--- config.mk ---
export PLATFORM = sky130hd
export DESIGN_NAME = count_arbiter_flat
export DESIGN_NICKNAME = d
export VERILOG_FILES = /design/src/rtl/count_arbiter_if.sv /design/src/rtl/count_arbiter.sv /design/src/flat_wrapper.sv
export SDC_FILE = /design/constraint.sdc
export NUM_CORES = 1
export LEC_CHECK = 0
export CORE_ASPECT_RATIO = 1.25
export CORE_MARGIN = 1
export CORE_UTILIZATION = 40
export DETAILED_ROUTE_END_ITERATION = 16
export GPL_TIMING_DRIVEN = 0
export PLACE_DENSITY = 0.66
export SLEW_MARGIN = 20
export SYNTH_ARGS = -nofsm -noshare
export SYNTH_HDL_FRONTEND = slang
export SYNTH_SLANG_ARGS = --single-unit
--- constraint.sdc ---
create_clock -name clk -period 3.1 [get_ports clk]
set_input_delay 0.465 -clock clk [delete_from_list [all_inputs] [get_ports clk]]
set_output_delay 0.465 -clock clk [all_outputs]
set_load 0.05 [all_outputs]
--- src/rtl/count_arbiter_if.sv ---
// Handshake bundle between the two interval requesters and count_arbiter.
// master = requester side, slave = arbiter side.
interface count_arbiter_if #(
    parameter int WIDTH = 4
);
    logic [1:0]       req;
    logic [WIDTH-1:0] len0;
    logic [WIDTH-1:0] len1;
    logic [1:0]       gnt;
    logic [1:0]       done;
    logic             busy;
    logic [WIDTH-1:0] count;

    modport master (output req, len0, len1, input gnt, done, busy, count);
    modport slave  (input req, len0, len1, output gnt, done, busy, count);
endinterface

--- src/rtl/count_arbiter.sv ---
// Shares one interval counter between two requesters: grant, load, count, done.
// Define RR_PRIORITY_EN for round-robin tie-breaking; otherwise requester 0 wins ties.
module count_arbiter #(
    parameter int WIDTH = 4
) (
    input logic            clk,
    input logic            reset,
    count_arbiter_if.slave bus
);
    typedef enum logic [1:0] {IDLE, LOAD, COUNT, DONE} state_t;

    state_t           state;
    logic             win;
    logic [WIDTH-1:0] len_lat;
    logic             pick;
    logic             tie;

`ifdef RR_PRIORITY_EN
    logic ptr;
    assign tie = ptr;
`else
    assign tie = 1'b0;
`endif

    always_comb begin
        pick = bus.req[1];
        if (&bus.req) pick = tie;
    end

    always_ff @(posedge clk) begin
        if (reset) begin
            state     <= IDLE;
            win       <= 1'b0;
            len_lat   <= '0;
            bus.gnt   <= '0;
            bus.done  <= '0;
            bus.busy  <= 1'b0;
            bus.count <= '0;
`ifdef RR_PRIORITY_EN
            ptr       <= 1'b0;
`endif
        end else begin
            bus.done <= '0;
            case (state)
                IDLE: begin
                    if (|bus.req) begin
                        win      <= pick;
                        bus.gnt  <= pick ? 2'b10 : 2'b01;
                        bus.busy <= 1'b1;
                        state    <= LOAD;
                    end
                end
                LOAD, COUNT: begin
                    // Abort has precedence over both the load and the terminal compare.
                    if (!bus.req[win]) begin
                        state    <= IDLE;
                        bus.gnt  <= '0;
                        bus.busy <= 1'b0;
`ifdef RR_PRIORITY_EN
                        ptr      <= ~win;
`endif
                    end else if (state == LOAD) begin
                        bus.count <= '0;
                        len_lat   <= win ? bus.len1 : bus.len0;
                        state     <= COUNT;
                    end else if (bus.count == len_lat) begin
                        bus.done[win] <= 1'b1;
                        bus.gnt       <= '0;
                        state         <= DONE;
                    end else begin
                        bus.count <= bus.count + 1'b1;
                    end
                end
                DONE: begin
                    bus.busy <= 1'b0;
                    state    <= IDLE;
`ifdef RR_PRIORITY_EN
                    ptr      <= ~win;
`endif
                end
                default: state <= IDLE;
            endcase
        end
    end
endmodule

--- src/flat_wrapper.sv ---
// flat-port wrapper written by rule: the top's interface ports become plain ports
module count_arbiter_flat 
#(
    parameter int WIDTH = 4
)
  (clk, reset, bus_req, bus_len0, bus_len1, bus_gnt, bus_done, bus_busy, bus_count);
  count_arbiter_if #(.WIDTH(WIDTH)) bus_i ();
  input logic clk;
  input logic reset;
  input wire logic [$bits(bus_i.req)-1:0] bus_req;
  input wire logic [$bits(bus_i.len0)-1:0] bus_len0;
  input wire logic [$bits(bus_i.len1)-1:0] bus_len1;
  output wire logic [$bits(bus_i.gnt)-1:0] bus_gnt;
  output wire logic [$bits(bus_i.done)-1:0] bus_done;
  output wire logic [$bits(bus_i.busy)-1:0] bus_busy;
  output wire logic [$bits(bus_i.count)-1:0] bus_count;
  assign bus_i.req = bus_req;
  assign bus_i.len0 = bus_len0;
  assign bus_i.len1 = bus_len1;
  assign bus_gnt = bus_i.gnt;
  assign bus_done = bus_i.done;
  assign bus_busy = bus_i.busy;
  assign bus_count = bus_i.count;
  count_arbiter #(.WIDTH(WIDTH)) u_core (.clk(clk), .reset(reset), .bus(bus_i));
endmodule
==> results.tsv, run 1 <==
stage	metric	value	unit
placed_design	placed_area	1130	sq um
route	wl_per_cell	12.0	microns
critical_path	cp.arrival	1.55	ns
logic_synthesis	synth_area_leaders	dfxtp_1, ha_1, a211oi_1	
critical_path	crit_path_start_kind	flip-flop	
sta	hold_viol_final	0	
global_routing	grt_use_met1	22.0	%
clocking	clk_pin_slew	0.10	ns
floorplan	die_area	2440	sq um
floorplan	coreArea	2050	sq um
route	wl	1790	microns
power	leakagePower	0.427	nW
sta	setup_viol	0	
placed_design	dp_slack	1.11	ns
logic_synthesis	seq_area_frac_synth	35.6	%
logic_synthesis	ys.flop_type	dfxtp_1	
clocking	clk_latency	0.29	ns
critical_path	worstSetupPathType	flip-flop to primary output	
clocking	cts_sinks	16	
sta	max_freq	495	MHz
sta	tightestPinTransition	0.503	ns
clocking	cts_max_path_buffers	2	
critical_path	crit_chain	clkdlybuf4s50_1	
global_routing	top_usage_layer	met2	
critical_path	cpMaxStageDelayCell	clkdlybuf4s50_1	
global_routing	grt_overflow_total	0	
finish	fin_area	1160	sq um
sta	min_period	2.02	ns
route	first_iter_violations	2	
global_routing	grt_max_degree	11	
critical_path	critPathCaptureType	primary output	
logic_synthesis	netlist_instances	96	
finish	layout-drive-gt1-share	12.6	%
power	power_density	537	nW/um^2
sta	finalSetupTns	0	ns
logic_synthesis	syn_area	900	sq um
placed_design	portBuffers	19	
finish	fin_util	56.8	%
global_routing	grt_pass1_vias	689	
floorplan	initial_core_util	43.9	%
route	num_vias	783	
critical_path	cp_data_required_time	2.63	ns
route	via_per_inst	5.26	
hold_path	hold_path.class	flip-flop to flip-flop	
finish	layout.nets	137	
placed_design	hpwl	1390	microns
logic_synthesis	yosys.cell_types.count	32	
finish	mostFrequentLayoutCells	clkdlybuf4s50_1, dfxtp_1, o21ai_0	
floorplan	die_height	55.0	microns
critical_path	timing.rr.end	u_core.state[1]	
logic_synthesis	yosys.area.top_type	dfxtp_1	
placed_design	place.gp.congestion	0.764	
sta	period_share	65.2	%
power	peakVddDrop	0.000304	V
sta	finClkSkew	0.00434	ns
global_routing	grt_pass1_wl	3080	microns
critical_path	startpoint	u_core.bus.count[0]	
floorplan	io_pins	21	
route	drc	0	
clocking	clockRootBuffer	clkbuf_4	
finish	n_antenna_cell	0	
clocking	cts_made_buffers	3	
sta	rsz0062_at_grt	no	
logic_synthesis	synthArstFlopShare	0	%
finish	final_common_cell	clkdlybuf4s50_1	
floorplan	rows	18	
sta	fin_ws	1.08	ns
placed_design	placed_cells	145	
floorplan	fp.dieW	44.4	microns
status	outcome	finished clean	
logic_synthesis	yosys_warnings	0	
logic_synthesis	synth.top_cell.area_share	35.6	%
route	firstDrtPassIters	2	
logic_synthesis	synth_fp_nets	113	
clocking	cts_resized	0	
finish	stdcell_count	149	
hold_path	whs_path_depth	2	
clocking	htree_levels	1	
critical_path	worstSetupEndpoint	bus_count[0]	
critical_path	crit_fanout	6	
power	power	0.625	mW
clocking	post-cts-setup-buffers	0	
critical_path	max_stage_delay	0.84	ns
logic_synthesis	syn_avg_cell_area	9.37	sq um
global_routing	grt_use_met2	28.4	%
critical_path	r2r_slack	1.44	ns
critical_path	critPathBufInv	1	
critical_path	cp_num_cells	1	
critical_path	cp_top_family	buffers and inverters	
clocking	hold_buffers	0	
sta	relSlewSlack	66.4	%
global_routing	antenna_found_initial	0	
sta	slew_viol_final	0	
critical_path	timing.rr.start	u_core.state[0]	
logic_synthesis	ys_seq_elements	16	
flow_run	drv_cap	0	
clocking	cts_tree	built	
critical_path	r2r_cells	6	
global_routing	grt_usage	17.0	%
logic_synthesis	synth_edf_count	0	
sta	timing.hold.ws	0.523	ns
finish	area_delta_synth_final	29.3	%
global_routing	gr-usage-met3	1.95	%
route	ant_nets	0	
==> cells in the mapped netlist, drive strengths merged, types with 2 or more instances <==
master  instances
dfxtp          16
o21ai           8
a211oi          6
nor2            6
a21boi          5
a21oi           5
ha              5
inv             4
mux2i           4
nand2           4
xnor2           4
and2            3
and3            3
buf             3
nand3           3
or3             3
nand4           2
nor3            2
o221a           2
==> worst min-delay path by stage <==
stage                             start                  end  slack (ns)
CTS                   u_core.len_lat[1]    u_core.len_lat[1]        0.53
detailed placement      u_core.bus.busy      u_core.bus.busy        0.51
global placement    u_core.bus.count[3]  u_core.bus.count[3]        0.49
finish              u_core.bus.count[3]  u_core.bus.count[3]        0.52
floorplan             u_core.len_lat[0]    u_core.len_lat[0]        0.49
global route        u_core.bus.count[3]  u_core.bus.count[3]        0.56
==> tightest hold or removal path: stages, from the launching register on <==
cell,delay [ns]
dfxtp_1,0.35
o21ai_0,0.08
a21boi_1,0.06
==> layer usage <==
layer / up-vias / share of wire, %
met5: - / 0
met4: 0 / 1.5
met3: 4 / 2.4
met2: 12 / 48
met1: 365 / 48
li1: 402 / -
==> power by group <==
part           internal (mW)  switching [mW]
clock                 0.0715          0.0695
sequential             0.226          0.0147
combinational          0.110           0.133
total                  0.408           0.217
==> flip-flops by register name (all words and copies together), names as in the netlist <==
| name | flops |
|---|---|
| u_core.bus.gnt | 2 |
| u_core.bus.done | 2 |
| u_core.state | 2 |
| u_core.bus.busy | 1 |
| u_core.len_lat | 4 |
| u_core.bus.count | 4 |
| u_core.win | 1 |
==> cell families after synthesis <==
family / share of synthesized area (%)
AOI/OAI and AO/OA: 21.6
xor gates and xnor gates: 3.89
adders and majority gates: 6.95
buffers and inverters: 5.84
DFF: 35.6
muxes: 6.12
and+or+nand+nor: 20.0
==> area by class of cell <==
| class | instances | area, sq um |
|---|---|---|
| Inverter | 4 | 15.0 |
| Tap cell | 30 | 37.5 |
| Clock buffer | 4 | 36.3 |
| Buffer | 4 | 37.5 |
| Sequential cell | 16 | 320 |
| Timing Repair Buffer | 19 | 190 |
| Multi-Input combinational cell | 72 | 527 |
| Fill cell | 192 | 886 |
Note: power is estimated with default switching activity, not from simulation.
==> run 2, diff against run 1 <==
PLACE_DENSITY = 0.69   (was 0.66)
clock period = 1.7 ns   (was 3.1 ns; I/O delays follow)
==> results.tsv, run 2 (synthesis results as in run 1) <==
stage	metric	value	unit	change
floorplan	coreArea	2050	sq um	unchanged
sta	timing.hold.ws	0.410	ns	-0.113 ns
sta	max_freq	607	MHz	
critical_path	critPathBufInv	1		unchanged
critical_path	worstSetupPathType	flip-flop to primary output		
sta	period_share	96.9	%	
route	wl	1830	microns	+2.6%
sta	finClkSkew	0.00709	ns	+0.00274 ns
finish	layout-drive-gt1-share	16.0	%	+3.4 points
sta	min_period	1.65	ns	
status	outcome	finished clean		
critical_path	cp.arrival	1.39	ns	-0.16 ns
route	drc	0		unchanged
critical_path	startpoint	u_core.bus.done[1]		
floorplan	die_height	55.0	microns	unchanged
global_routing	grt_overflow_total	0		unchanged
critical_path	crit_path_start_kind	flip-flop		
floorplan	die_area	2440	sq um	unchanged
sta	rsz0062_at_grt	no		
power	power	1.14	mW	+83%
finish	final_common_cell	dfxtp_1		
global_routing	grt_pass1_wl	3010	microns	-2.2%
critical_path	cpMaxStageDelayCell	clkdlybuf4s50_1		
sta	tightestPinTransition	0.507	ns	+0.00416 ns
finish	fillers	184		-4.2%
route	wl_per_cell	12.3	microns	+2.6%
route	ant_nets	0		unchanged
route	first_iter_violations	3		+1
critical_path	max_stage_delay	0.79	ns	-0.05 ns
finish	n_antenna_cell	0		unchanged
power	power_density	969	nW/um^2	+80%
clocking	hold_buffers	0		unchanged
route	num_vias	772		-1.4%
critical_path	r2r_cells	5		-1
clocking	cts_max_path_buffers	2		unchanged
critical_path	cp_top_family	buffers and inverters		
power	peakVddDrop	0.000540	V	+77%
finish	multiInputGateArea	542	sq um	+2.9%
finish	area_delta_synth_final	31.3	%	
sta	setup_viol	0		unchanged
hold_path	hold_path.class	primary input to flip-flop		
critical_path	cp_data_required_time	1.44	ns	-1.19 ns
global_routing	antenna_found_initial	0		unchanged
floorplan	io_pins	21		unchanged
finish	seq_area	322	sq um	+0.39%
clocking	cts_sinks	16		unchanged
sta	slew_viol_final	0		unchanged
clocking	clk_pin_slew	0.10	ns	about the same
clocking	htree_levels	1		unchanged
placed_design	place.gp.congestion	0.758		-0.73%
clocking	clk_latency	0.29	ns	about the same
sta	relSlewSlack	66.2	%	-0.23 points
critical_path	cp_num_cells	1		unchanged
critical_path	timing.rr.start	u_core.state[0]		
critical_path	critPathCaptureType	primary output		
critical_path	r2r_slack	0.12	ns	-1.32 ns
critical_path	timing.rr.end	u_core.state[0]		
sta	hold_viol_final	0		unchanged
critical_path	worstSetupEndpoint	bus_done[1]		
finish	mostFrequentLayoutCells	dfxtp_1, clkdlybuf4s50_1, o21ai_0		
finish	top_regs	u_core.bus.count: 4 flops, u_core.len_lat: 4 flops		
floorplan	rows	18		unchanged
critical_path	crit_fanout	1		-5
finish	fin_util	57.6	%	+0.85 points
power	leakagePower	0.503	nW	+18%
global_routing	grt_pass1_vias	704		+2.2%
critical_path	crit_chain	clkdlybuf4s50_1		
finish	layout.nets	137		unchanged
clocking	post-cts-setup-buffers	0		unchanged
flow_run	drv_cap	0		unchanged
clocking	clockRootBuffer	clkbuf_4		
route	via_per_inst	5.18		-1.4%
clocking	cts_tree	built		
global_routing	grt_usage	16.6	%	-0.42 points
placed_design	portBuffers	19		unchanged
placed_design	hpwl	1450	microns	+3.9%
clocking	cts_made_buffers	3		unchanged
global_routing	grt_max_degree	11		unchanged
floorplan	initial_core_util	43.9	%	unchanged
floorplan	fp.dieW	44.4	microns	unchanged
route	firstDrtPassIters	4		+2
==> run 2: changes by cell type in the layout (fill, tap and decap cells not counted), sizes merged <==
cell	before	now
dlygate4sd2	0	5
dlymetal6s2s	0	3
clkdlybuf4s50	19	11
==> run 2: cell type report <==
cell class	count	area share [%]
clock buffers	4	3.07
multi-input cells	72	45.9
flip-flops and latches	16	27.2
well taps	30	3.18
inverters	4	1.27
repair buffers	19	16.2
plain buffers	4	3.18
==> run 2: per-stage QoR <==
stage / setup TNS [ns] / instances / instance area, sq um / worst slack [ns]
after floorplan: 0 / 96 / 900 / 0.0378
after global placement: -0.175 / 145 / 1130 / -0.0616
after detailed placement: -0.373 / 145 / 1130 / -0.0954
after CTS: 0 / 149 / 1160 / 0.00299
after global routing: 0 / 149 / 1180 / 0.00653
final: 0 / 149 / 1180 / 0.0521
==> run 2: power breakdown <==
group | leakage [nW] | internal, mW | switching (mW)
logic | 0.351 | 0.204 | 0.247
registers | 0.131 | 0.414 | 0.0274
clock network | 0.0210 | 0.130 | 0.123
==> run 2: how the worst min path moves through the flow <==
| stage | from | endpoint | slack, ns | depth (start not counted) |
|---|---|---|---|---|
| 6_report | reset | u_core.len_lat[2] | 0.41 | 2 |
| 2_1_floorplan | bus_req[0] | u_core.win | 0.36 | 1 |
| 3_5_place_dp | u_core.len_lat[1] | u_core.len_lat[1] | 0.51 | 2 |
| 4_1_cts | reset | u_core.len_lat[1] | 0.40 | 2 |
| 5_1_grt | reset | u_core.len_lat[0] | 0.45 | 2 |
| 3_3_place_gp | u_core.bus.count[3] | u_core.bus.count[3] | 0.50 | 2 |
==> run 2: timing repair <==
| item | 4_1_cts | 5_1_grt |
|---|---|---|
| setup endpoints to repair | 5 | 9 |
| resized for setup | 5 | 8 |
| endpoints found under the hold margin | 0 | 0 |
==> run 2: layer usage <==
metal  vias up  track usage [%]  wire length [microns]
li1        400                -                      -
met1       354             20.0                    837
met2        14             30.1                    925
met3         4             1.95                     43
met4         0             6.06                     25
met5         -                0                      0
==> run 2: worst register-to-register path, stage by stage (launching register included) <==
cell and delay, ns:
dfxtp_2 0.35, inv_1 0.12, ha_4 0.19, or3b_1 0.42
a21boi_1 0.16, o221a_1 0.24
==> run 3, diff against run 2 <==
TNS_END_PERCENT = 20   (was default)
==> results of run 3 <==
Same layout as run 2: the final DEF is identical, and so are final timing and power.
